### src/rtl/bus_handshake_tx_pkg.sv
// Shared constants for the 4-phase bus handshake transmitter.
package bus_handshake_tx_pkg;

    localparam int DEFAULT_BUS_WIDTH  = 8;
    localparam int DEFAULT_NUM_STAGES = 2;

    // Accept-to-DONE cycles when the destination echoes BUS_ENABLE straight back.
    function automatic int min_latency(input int num_stages);
        return 2 * (num_stages + 1) + 2;
    endfunction

endpackage

### src/rtl/bus_handshake_tx_bit_sync.sv
// Multi-flop level synchronizer; stage 0 is the only flop that sees the async input.
module BIT_SYNC #(
    parameter int BUS_WIDTH  = 1,
    parameter int NUM_STAGES = 2
) (
    input  logic                 CLK,
    input  logic                 RST,
    input  logic [BUS_WIDTH-1:0] D,
    output logic [BUS_WIDTH-1:0] Q
);

    logic [NUM_STAGES-1:0][BUS_WIDTH-1:0] sync_q;
    logic [NUM_STAGES-1:0][BUS_WIDTH-1:0] sync_d;

    always_comb begin
        sync_d    = sync_q;
        sync_d[0] = D;
        for (int i = 1; i < NUM_STAGES; i++) begin
            sync_d[i] = sync_q[i-1];
        end
    end

    always_ff @(posedge CLK or negedge RST) begin
        if (!RST) begin
            sync_q <= '0;
        end else begin
            sync_q <= sync_d;
        end
    end

    assign Q = sync_q[NUM_STAGES-1];

endmodule

### src/rtl/bus_handshake_tx.sv
// Source side of a 4-phase bus handshake: holds a word on UNSYNC_BUS and raises
// BUS_ENABLE until the synchronized acknowledge completes the full cycle.
//
//   state   | meaning
//   IDLE    | ready for a new word; DONE pulses here after a completed transfer
//   SETUP   | bus loaded, one settle cycle before the request rises
//   REQ     | BUS_ENABLE high, waiting for ack_sync=1
//   RELEASE | BUS_ENABLE low, waiting for ack_sync=0
module bus_handshake_tx
    import bus_handshake_tx_pkg::*;
#(
    parameter int BUS_WIDTH  = DEFAULT_BUS_WIDTH,
    parameter int NUM_STAGES = DEFAULT_NUM_STAGES
) (
    input  logic                 CLK,
    input  logic                 RST,
    input  logic [BUS_WIDTH-1:0] DATA_IN,
    input  logic                 DATA_VALID,
    output logic                 DATA_READY,
    input  logic                 ACK_ASYNC,
    output logic [BUS_WIDTH-1:0] UNSYNC_BUS,
    output logic                 BUS_ENABLE,
    output logic                 DONE,
    output logic                 OVERFLOW
);

    localparam logic [1:0] ST_IDLE    = 2'd0;
    localparam logic [1:0] ST_SETUP   = 2'd1;
    localparam logic [1:0] ST_REQ     = 2'd2;
    localparam logic [1:0] ST_RELEASE = 2'd3;

    typedef enum logic [1:0] {
        IDLE    = ST_IDLE,
        SETUP   = ST_SETUP,
        REQ     = ST_REQ,
        RELEASE = ST_RELEASE
    } state_t;

    state_t                state_q, state_d;
    logic [BUS_WIDTH-1:0]  bus_q, bus_d;
    logic                  enable_q, enable_d;
    logic                  done_q, done_d;
    logic                  overflow_q, overflow_d;
    logic                  ack_sync;

    BIT_SYNC #(
        .BUS_WIDTH  (1),
        .NUM_STAGES (NUM_STAGES)
    ) u_ack_sync (
        .CLK (CLK),
        .RST (RST),
        .D   (ACK_ASYNC),
        .Q   (ack_sync)
    );

    assign DATA_READY = (state_q == IDLE);

    always_comb begin
        state_d    = state_q;
        bus_d      = bus_q;
        overflow_d = overflow_q | (DATA_VALID & ~DATA_READY);

        case (state_q)
            IDLE: begin
                if (DATA_VALID) begin
                    bus_d   = DATA_IN;
                    state_d = SETUP;
                end
            end
            SETUP:   state_d = REQ;
            // A stale ack level seen here is taken as this transfer's acknowledge.
            REQ:     if (ack_sync)  state_d = RELEASE;
            RELEASE: if (!ack_sync) state_d = IDLE;
            default: state_d = IDLE;
        endcase

        enable_d = (state_d == REQ);
        done_d   = (state_q == RELEASE) && (state_d == IDLE);
    end

    always_ff @(posedge CLK or negedge RST) begin
        if (!RST) begin
            state_q    <= IDLE;
            bus_q      <= '0;
            enable_q   <= 1'b0;
            done_q     <= 1'b0;
            overflow_q <= 1'b0;
        end else begin
            state_q    <= state_d;
            bus_q      <= bus_d;
            enable_q   <= enable_d;
            done_q     <= done_d;
            overflow_q <= overflow_d;
        end
    end

    assign UNSYNC_BUS = bus_q;
    assign BUS_ENABLE = enable_q;
    assign DONE       = done_q;
    assign OVERFLOW   = overflow_q;

endmodule

### config.mk
export PLATFORM = sky130hd
export DESIGN_NAME = bus_handshake_tx
export DESIGN_NICKNAME = d
export VERILOG_FILES = /design/src/rtl/bus_handshake_tx_pkg.sv /design/src/rtl/bus_handshake_tx_bit_sync.sv /design/src/rtl/bus_handshake_tx.sv
export SDC_FILE = /design/constraint.sdc
export NUM_CORES = 1
export LEC_CHECK = 0
export BUFFER_PORTS_ARGS = -buffer_cell sky130_fd_sc_hd__buf_2
export CAP_MARGIN = 5
export CORE_MARGIN = 3
export CORE_UTILIZATION = 38
export CTS_CLUSTER_SIZE = 10
export DETAILED_ROUTE_END_ITERATION = 10
export GPL_ROUTABILITY_DRIVEN = 0
export MAX_ROUTING_LAYER = met4
export PLACE_DENSITY = 0.69
export SYNTH_ARGS = -nofsm -noshare
export SYNTH_HDL_FRONTEND = slang
export SYNTH_SLANG_ARGS = --single-unit
export TNS_END_PERCENT = 100
### constraint.sdc
create_clock -name CLK -period 1.3 [get_ports CLK]
set_clock_uncertainty 0.1 [all_clocks]
set_input_delay 0.065 -clock CLK [delete_from_list [all_inputs] [get_ports CLK]]
set_output_delay 0.065 -clock CLK [all_outputs]
set_load 0.03 [all_outputs]
; Word level (Yosys, flattened, before mapping)
; Index checks and enable logic that the tools add are counted.
[classes]
n_lt_le_gt_ge = 0
muxes = 4
n_mul = 0
eq_ne = 4
shifts = 0
n_div = 0
addsub = 0
bitwise = 3
reduce_logical = 4
[ops]
columns = cell, n
row1 = 2-bit case mux with 4 select lines, 1
row2 = 2-bit == test (second input constant), 3
row3 = 2-bit two-way mux, 3
row4 = 2-bit logical NOT, 2
row5 = 2-bit by 1-bit == test with 1-bit output (second input constant), 1
row6 = 2-bit AND reduction, 1
row7 = 1-bit AND, 1
row8 = 1-bit logical AND, 1
row9 = 1-bit inverter, 1
row10 = 1-bit bitwise OR, 1
[word_totals]
output_inout_bits = 12
in_bits = 12
elab_cells = 22
regBits = 15
ramBits = 0
rom_bits = 0
mem_count = 0
latchBits = 0

; Depth between registers and ports, before layout
; Gate-level depths: netlist (run 1).
[depth]
word_depth = 4
ltp_mapped = 2
depth_no_buf = 2

; By module
; Synthesis (run 1) repeated with hierarchy kept, for this count alone.
[unflattened]
cells_unflattened = 32
area_unflattened_um2 = 538.0
[by_module_without_submodules]
columns = module, n_inst, cells_per_inst, area_per_inst_um2, seq_area_each_um2
row1 = bus_handshake_tx, 1, 30, 488.0, 325.3
row2 = BIT_SYNC, 1, 2, 50.0, 50.0

; Least setup slack after synthesis (run 1)
; Ideal clock, no wire load.
[synth_timing]
path_type = reg2reg
startpoint = register state_q[1]
endpoint = register bus_q[0], in the netlist UNSYNC_BUS[0]
required_ns = 1.075
path_stages_with_launch = 3
t_arrival_ns = 1.166
n_path_buf = 0
path_slack_ns = -0.091
period_less_slack_ns = 1.391
cell_sequence = dfrtp_1 nor3b_4 mux2_2
[synth_via]
elab_chain_len = 2
[synth_rtl]
columns = element, line
row1 = from (decl), bus_handshake_tx.sv:39  ; state_t state_q, state_d;
row2 = from (signal assigned), bus_handshake_tx.sv:89  ; state_q <= state_d;
row3 = 2-bit logical NOT, bus_handshake_tx.sv:63  ; case (state_q)
row4 = 2-bit AND reduction (no source line), n/a
row5 = to (signal assigned), bus_handshake_tx.sv:90  ; bus_q <= bus_d;
row6 = to (decl), bus_handshake_tx.sv:40  ; logic [BUS_WIDTH-1:0] bus_q, bus_d;
; Every way passes these cells.
; A chain may end at the register's enable or synchronous reset.

; Worst setup path in the final report (run 1)
[layout_timing]
startpoint = register state_q[1]
endpoint = register bus_q[4], in the netlist UNSYNC_BUS[4]
; Same word-level chain as after synthesis.

==> impl_summary.txt, run 1 <==
----------------------------------------------------
[Finish]
  FF+latch area ... between 300 and 400 um^2
  Number of cells in the finished layout apart from fillers ... between 80 and 90
  Total area of multi-input combinational cells ... approximately 200 um^2
  Number of fill cells in the layout ... 77
  # diodes ... 0
  Ratio of cells with drive above 1 in the final layout ... 0.595
  Total non-filler cell area in the finished layout ... about 900 um^2
  Final net count ... between 80 and 90
  Signed area change from the synthesized netlist to the final layout ... 65.5%

[Detailed routing]
  Vias/cell ... ~4.7
  Number of detailed-routing iterations run before antenna repair ... 4
  Final routed wire length divided by cell count ... 12.6 um
  DRC violations left ... 0
  Via count ... 414
  Routed Wire Length ... between 1000 and 1500 um
  Post-DRT Antenna Nets ... 0
  Initial detailed-routing violation count ... 6

[Place]
  Cells after DPL ... 73
  HPWL after detailed placement ... between 700 and 800 um
  Number of buffers added on ports ... 23
  Post-place instance area ... ~700 um^2

[Worst setup path]
  Data arrival time of the worst path ... 1.42 ns
  Worst R2R Start ... state_q[1]$_DFF_PN0_
  CP required ... roughly 1.4 ns
  Endpoint class of the critical path ... register
  Endpoint of the worst-slack reg-to-reg timing path ... UNSYNC_BUS[4]$_DFFE_PN0P_
  Critical path fanouts, max ... 6
  Flop2flop setup slack ... -0.04 ns
  Type of element launching the critical path ... register
  Cell depth of the worst flop-to-flop path ... 3
  Crit path kind ... register to register

[CTS]
  Setup fix buffers added after clock tree synthesis ... 0
  Root buffer cell ... sky130_fd_sc_hd__clkbuf_4
  Clock tree buffer depth ... 2
  Clock latency on the worst-skew pair ... about 0.28 ns
  Clk sinks ... 15
  Clock transition at the register clock pins on the worst setup and hold paths after CTS ... 0.09 ns
  Number of buffers inserted during clock tree synthesis ... 3
  CTS tree ... built
  H-tree levels ... 1

[Job]
  Total of max-cap violations ... 0

[Floorplanning]
  Initial Util ... 0.441
  Die boundary height ... 43.6 um
  Number of core rows ... 12
  Number of top-level pins ... 24
  Placeable core region ... 0.00122 mm^2
  Die span in x ... around 44 um
  Die area ... between 0.0015 and 0.002 mm^2

[Synth]
  Flip-flop and latch count after synthesis ... 15
  Synthesized netlist cell count ... 32
  Cell area after synthesis ... roughly 540 um^2
  Synth top area share ... 0.699
  Post-synth cell types ... 8
  Count of yosys warnings during synthesis ... 0
  Synth Area per Inst ... around 17 um^2
  Nets in the synthesized netlist ... 44
  Post-synthesis cell type with the largest combined area ... sky130_fd_sc_hd__dfrtp_1
  Register area share after synthesis ... 0.699
  Top post-synthesis cells by area ... sky130_fd_sc_hd__dfrtp_1 (70%), sky130_fd_sc_hd__mux2_2 (19%), sky130_fd_sc_hd__nor3b_4 (3.5%)

[GRT]
  Pin count of the biggest net entering global routing ... 16
  Leftover overflow at the end of global routing ... 0
  GRT Overall Usage ... 0.142
  Initial antenna violation count ... 0
  Via count of the first global-routing pass ... 451
  Global-route wire length before repair ... around 2000 um

[STA]
  Transition time of the tightest slew-check pin ... ~0.32 ns
  Setup repair after global routing missed its margin ... yes
  Slew HR ... 0.788
  Max-slew violation count ... 0
  Setup TNS ... -0.201 ns
  Minimum period implied by the final worst setup slack ... between 1 and 1.5 ns
  Final critical-path share of the clock period ... 1.03
  Post-layout worst setup margin ... -0.0395 ns
  Maximum achievable frequency ... approximately 750 MHz
  Finish-stage setup viols ... 8
  Count of endpoints failing hold in the final timing report ... 0

[Pwr]
  Tot Pwr ... approximately 2 mW
  Cell leakage power ... around 0.44 nW
  PwrDens ... between 2000 and 2500 mW/mm^2
  Peak supply drop ... approximately 0.0013 V

[Hold path]
  Worst Hold Class ... input pin to asynchronous set/reset pin

[Run status]
  Status ... complete, but fails checks
  Violated checks ... negative setup slack

----------------------------------------------------
-- registers in the layout (all words and copies together) (netlist names) --
signal / flops
state_q: 2
u_ack_sync.sync_d: 1
OVERFLOW: 1
BUS_ENABLE: 1
u_ack_sync.Q: 1
UNSYNC_BUS: 8
DONE: 1
-- synth_stat cells --
| master | count |
|---|---|
| sky130_fd_sc_hd__nor3b_4 | 1 |
| sky130_fd_sc_hd__mux2_2 | 9 |
| sky130_fd_sc_hd__nand2b_1 | 1 |
| sky130_fd_sc_hd__and3b_2 | 1 |
| sky130_fd_sc_hd__a21o_2 | 1 |
| sky130_fd_sc_hd__nor2_1 | 3 |
| sky130_fd_sc_hd__o21ai_0 | 1 |
| sky130_fd_sc_hd__dfrtp_1 | 15 |
-- power by group --
part           switching, mW  total (mW)  leakage [nW]  internal [mW]
Clock                  0.149       0.264        0.0177          0.114
Combinational          0.545       0.997         0.249          0.452
Sequential            0.0987       0.742         0.176          0.643
Total                  0.793        2.00         0.442           1.21
-- kinds of logic after synthesis --
kind of cell | synth area share
mux | 0.189
compound gates | 0.0256
simple gates | 0.0863
flops | 0.699
-- cells in the final DEF (no fill, tap or decap) --
cell type	count
sky130_fd_sc_hd__buf_2	22
sky130_fd_sc_hd__dfrtp_1	15
sky130_fd_sc_hd__dlygate4sd3_1	11
sky130_fd_sc_hd__mux2_4	8
sky130_fd_sc_hd__clkbuf_4	3
sky130_fd_sc_hd__buf_6	3
sky130_fd_sc_hd__nor2_1	2
sky130_fd_sc_hd__buf_4	2
sky130_fd_sc_hd__nor2_4	1
sky130_fd_sc_hd__nor3b_4	1
sky130_fd_sc_hd__a21o_2	1
sky130_fd_sc_hd__and3b_2	1
sky130_fd_sc_hd__mux2_2	1
sky130_fd_sc_hd__o21ai_0	1
sky130_fd_sc_hd__nand2b_1	1
sky130_fd_sc_hd__clkinv_2	1
-- what timing repair did --
action | in CTS | in global routing
endpoints found under the setup margin | 9 | 9
hold buffers | 11 | 0
pin swaps | 0 | 1
hold endpoints to repair | 25 | 0
gates resized for setup | 14 | 0
-- per-stage QoR --
step,util,hold WS [ns],setup WS [ns]
floorplan,-,-0.331,-0.0833
global route,0.730,0.122,-0.0738
finish,0.730,0.101,-0.0395
global placement,0.575,-0.118,-0.00958
detailed placement,0.575,-0.115,-0.0413
CTS,0.730,0.0999,-0.0452
-- worst max-delay path: stages (launching register included) --
cell and delay [ns]:
sky130_fd_sc_hd__dfrtp_1 0.42, sky130_fd_sc_hd__nor3b_4 0.24, sky130_fd_sc_hd__buf_6 0.17, sky130_fd_sc_hd__mux2_4 0.30
-- layout make-up --
class,instances,share of cell area
multi-input cells,17,0.224
well taps,14,0.0197
repair buffers,38,0.303
clock buffers,3,0.0254
flip-flops and latches,15,0.423
clock inverters,1,0.00563
-- layer usage --
| metal | part of all wire | track usage |
|---|---|---|
| met5 | 0 | - |
| met4 | 0 | 0.0181 |
| met3 | 0.071 | 0.0622 |
| met2 | 0.50 | 0.235 |
| met1 | 0.43 | 0.163 |
-- worst max path at each step --
stage               slack [ns]                         to                 start  depth (start not counted)
finish                   -0.04  UNSYNC_BUS[4]$_DFFE_PN0P_  state_q[1]$_DFF_PN0_                          3
global route             -0.07  UNSYNC_BUS[4]$_DFFE_PN0P_  state_q[1]$_DFF_PN0_                          3
CTS                      -0.05  UNSYNC_BUS[4]$_DFFE_PN0P_  state_q[0]$_DFF_PN0_                          3
detailed placement       -0.04  UNSYNC_BUS[4]$_DFFE_PN0P_  state_q[0]$_DFF_PN0_                          3
global placement         -0.01  UNSYNC_BUS[5]$_DFFE_PN0P_  state_q[0]$_DFF_PN0_                          3
floorplan                -0.08  UNSYNC_BUS[0]$_DFFE_PN0P_  state_q[0]$_DFF_PN0_                          2
(Power assumes the default switching activity.)
==> run 2, diff against run 1 <==
Settings changed: RECOVER_POWER set to 50.
==> run 2 against run 1 <==
The run still ends with negative setup slack left. Critical path depth did not move. Fmax barely moved. Global-route usage did not move. Clock power barely moved. Core utilization fell by 0.10 points. Hold slack improved by 0.16 ns. Power barely moved. Worst setup slack barely moved. Highest routed layer unchanged. Non-clock buffer count did not move.
==> impl_summary.txt, run 2 (synthesis results as in run 1) <==
----------------------------------------------------
[GRT]
  Global-route wire length before repair ... about 2000 um
  Via count of the first global-routing pass ... around 450
  Initial antenna violation count ... 0
  Leftover overflow at the end of global routing ... 0
  Pin count of the biggest net entering global routing ... 16
  GRT Overall Usage ... 0.142

[Floorplanning]
  Die boundary height ... 43.6 um
  Die span in x ... 43.6 um
  Number of top-level pins ... 24
  Placeable core region ... 0.00122 mm^2
  Number of core rows ... 12
  Die area ... between 0.0015 and 0.002 mm^2
  Initial Util ... 0.441

[CTS]
  Clk sinks ... 15
  H-tree levels ... 1
  CTS tree ... built
  Clock transition at the register clock pins on the worst setup and hold paths after CTS ... 0.09 ns
  Root buffer cell ... sky130_fd_sc_hd__clkbuf_4
  Clock tree buffer depth ... 2
  Setup fix buffers added after clock tree synthesis ... 0
  Number of buffers inserted during clock tree synthesis ... 3
  Clock latency on the worst-skew pair ... between 0.2 and 0.3 ns

[Worst setup path]
  Type of element launching the critical path ... register
  Data arrival time of the worst path ... approximately 1.4 ns
  CP required ... 1.38 ns
  Critical path fanouts, max ... 6
  Crit path kind ... register to register
  Critical path origin ... state_q[1]$_DFF_PN0_
  Endpoint class of the critical path ... register
  Worst R2R Start ... state_q[1]$_DFF_PN0_

[Place]
  Number of buffers added on ports ... 23
  Setup slack after placement ... -0.0413 ns
  HPWL after detailed placement ... ~750 um
  Post-place instance area ... roughly 700 um^2

[STA]
  Minimum period implied by the final worst setup slack ... 1.34 ns
  Count of endpoints failing hold in the final timing report ... 0
  Finish-stage setup viols ... 8
  Setup repair after global routing missed its margin ... yes
  Transition time of the tightest slew-check pin ... between 0.7 and 0.8 ns
  Final critical-path share of the clock period ... 1.03
  Max-slew violation count ... 0
  Slew HR ... 0.492
  Post-layout worst setup margin ... -0.0395 ns
  Maximum achievable frequency ... around 750 MHz

[Job]
  Total of max-cap violations ... 0

[Finish]
  Total non-filler cell area in the finished layout ... around 890 um^2
  FF+latch area ... 375 um^2
  Final net count ... 87
  Total area of multi-input combinational cells ... a little under 200 um^2
  Signed area change from the synthesized netlist to the final layout ... 65.3%
  Number of fill cells in the layout ... approximately 80
  Largest register FFs ... 8
  # diodes ... 0
  Commonest cells after routing, fill and taps aside ... sky130_fd_sc_hd__buf_2 (21), sky130_fd_sc_hd__dfrtp_1 (15), sky130_fd_sc_hd__dlygate4sd3_1 (11), sky130_fd_sc_hd__mux2_4 (8)
  Most common cell after layout, fill and taps aside ... sky130_fd_sc_hd__buf_2
  Ratio of cells with drive above 1 in the final layout ... 0.581

[Run status]
  Violated checks ... negative setup slack
  Status ... complete, but fails checks

[Detailed routing]
  DRC violations left ... 0
  Vias/cell ... between 4 and 5
  Number of detailed-routing iterations run before antenna repair ... 4
  Initial detailed-routing violation count ... 6
  Final routed wire length divided by cell count ... approximately 13 um
  Post-DRT Antenna Nets ... 0
  Routed Wire Length ... 1110 um
  Via count ... about 410

[Pwr]
  Peak supply drop ... ~0.0013 V
  Cell leakage power ... 0.440 nW
  PwrDens ... 2260 mW/mm^2

[Hold path]
  Worst Hold Class ... input pin to asynchronous set/reset pin

----------------------------------------------------
==> run 2: cell types whose count changed in the layout (fill, tap and decap cells not counted), sizes merged <==
cell / before / now
buf: 27 / 26
clkbuf: 3 / 4
==> run 2: path summary, 6_finish.rpt <==
check / endpoint / slack (ns) / depth (start not counted)
max in group asynchronous: UNSYNC_BUS[6]$_DFFE_PN0P_ / 0.36 / 2
worst min-delay path: UNSYNC_BUS[3]$_DFFE_PN0P_ / 0.26 / 2
worst max register to register: UNSYNC_BUS[4]$_DFFE_PN0P_ / -0.04 / 3
min in group CLK: u_ack_sync.Q$_DFF_PN0_ / 0.26 / 0
worst max-delay path: UNSYNC_BUS[4]$_DFFE_PN0P_ / -0.04 / 3
worst min register to register: u_ack_sync.Q$_DFF_PN0_ / 0.26 / 0
==> run 2: cell type report <==
cell class                      count  area share
Multi-Input combinational cell     17       0.224
Clock buffer                        3      0.0254
Tap cell                           14      0.0197
Clock inverter                      1     0.00564
Sequential cell                    15       0.423
Timing Repair Buffer               38       0.302
==> run 2: per-stage QoR <==
| step | hold slack [ns] | total power, mW | cells | TNS (ns) | utilization |
|---|---|---|---|---|---|
| 6_report | 0.258 | 2.00 | 88 | -0.202 | 0.729 |
| 5_1_grt | 0.274 | 2.12 | 88 | -0.521 | 0.729 |
| 4_1_cts | 0.0999 | 2.02 | 88 | -0.218 | 0.730 |
| 3_5_place_dp | -0.115 | 1.58 | 73 | -0.139 | 0.575 |
| 3_3_place_gp | -0.118 | 1.56 | 73 | -0.0316 | 0.575 |
| 2_1_floorplan | -0.331 | 1.29 | 32 | -0.666 | - |
==> run 2: critical path, cell delays in order (launching register included) <==
cell and delay, ns:
sky130_fd_sc_hd__dfrtp_1 0.42, sky130_fd_sc_hd__nor3b_4 0.24, sky130_fd_sc_hd__buf_6 0.17, sky130_fd_sc_hd__mux2_4 0.30
==> run 2: layer usage <==
layer,vias to the layer above,wire length [um],GRT usage,part of all wire
li1,195,-,-,-
met1,201,472,0.163,0.43
met2,18,554,0.235,0.50
met3,0,79,0.0622,0.071
met4,0,0,0.0181,0
met5,-,0,-,0
==> run 2: where the power goes <==
part	switching, mW	leakage [nW]	internal (mW)	total [mW]
registers	0.0987	0.176	0.643	0.742
clock network	0.149	0.0177	0.114	0.264
logic	0.545	0.246	0.452	0.997
==> run 2: repair_timing <==
item / 4_1_cts / 5_1_grt
hold buffers: 11 / 0
endpoints found under the hold margin: 25 / 0
resized for setup: 14 / 0
cloned: 0 / 0
setup endpoints to repair: 9 / 9
pin swaps: 0 / 1
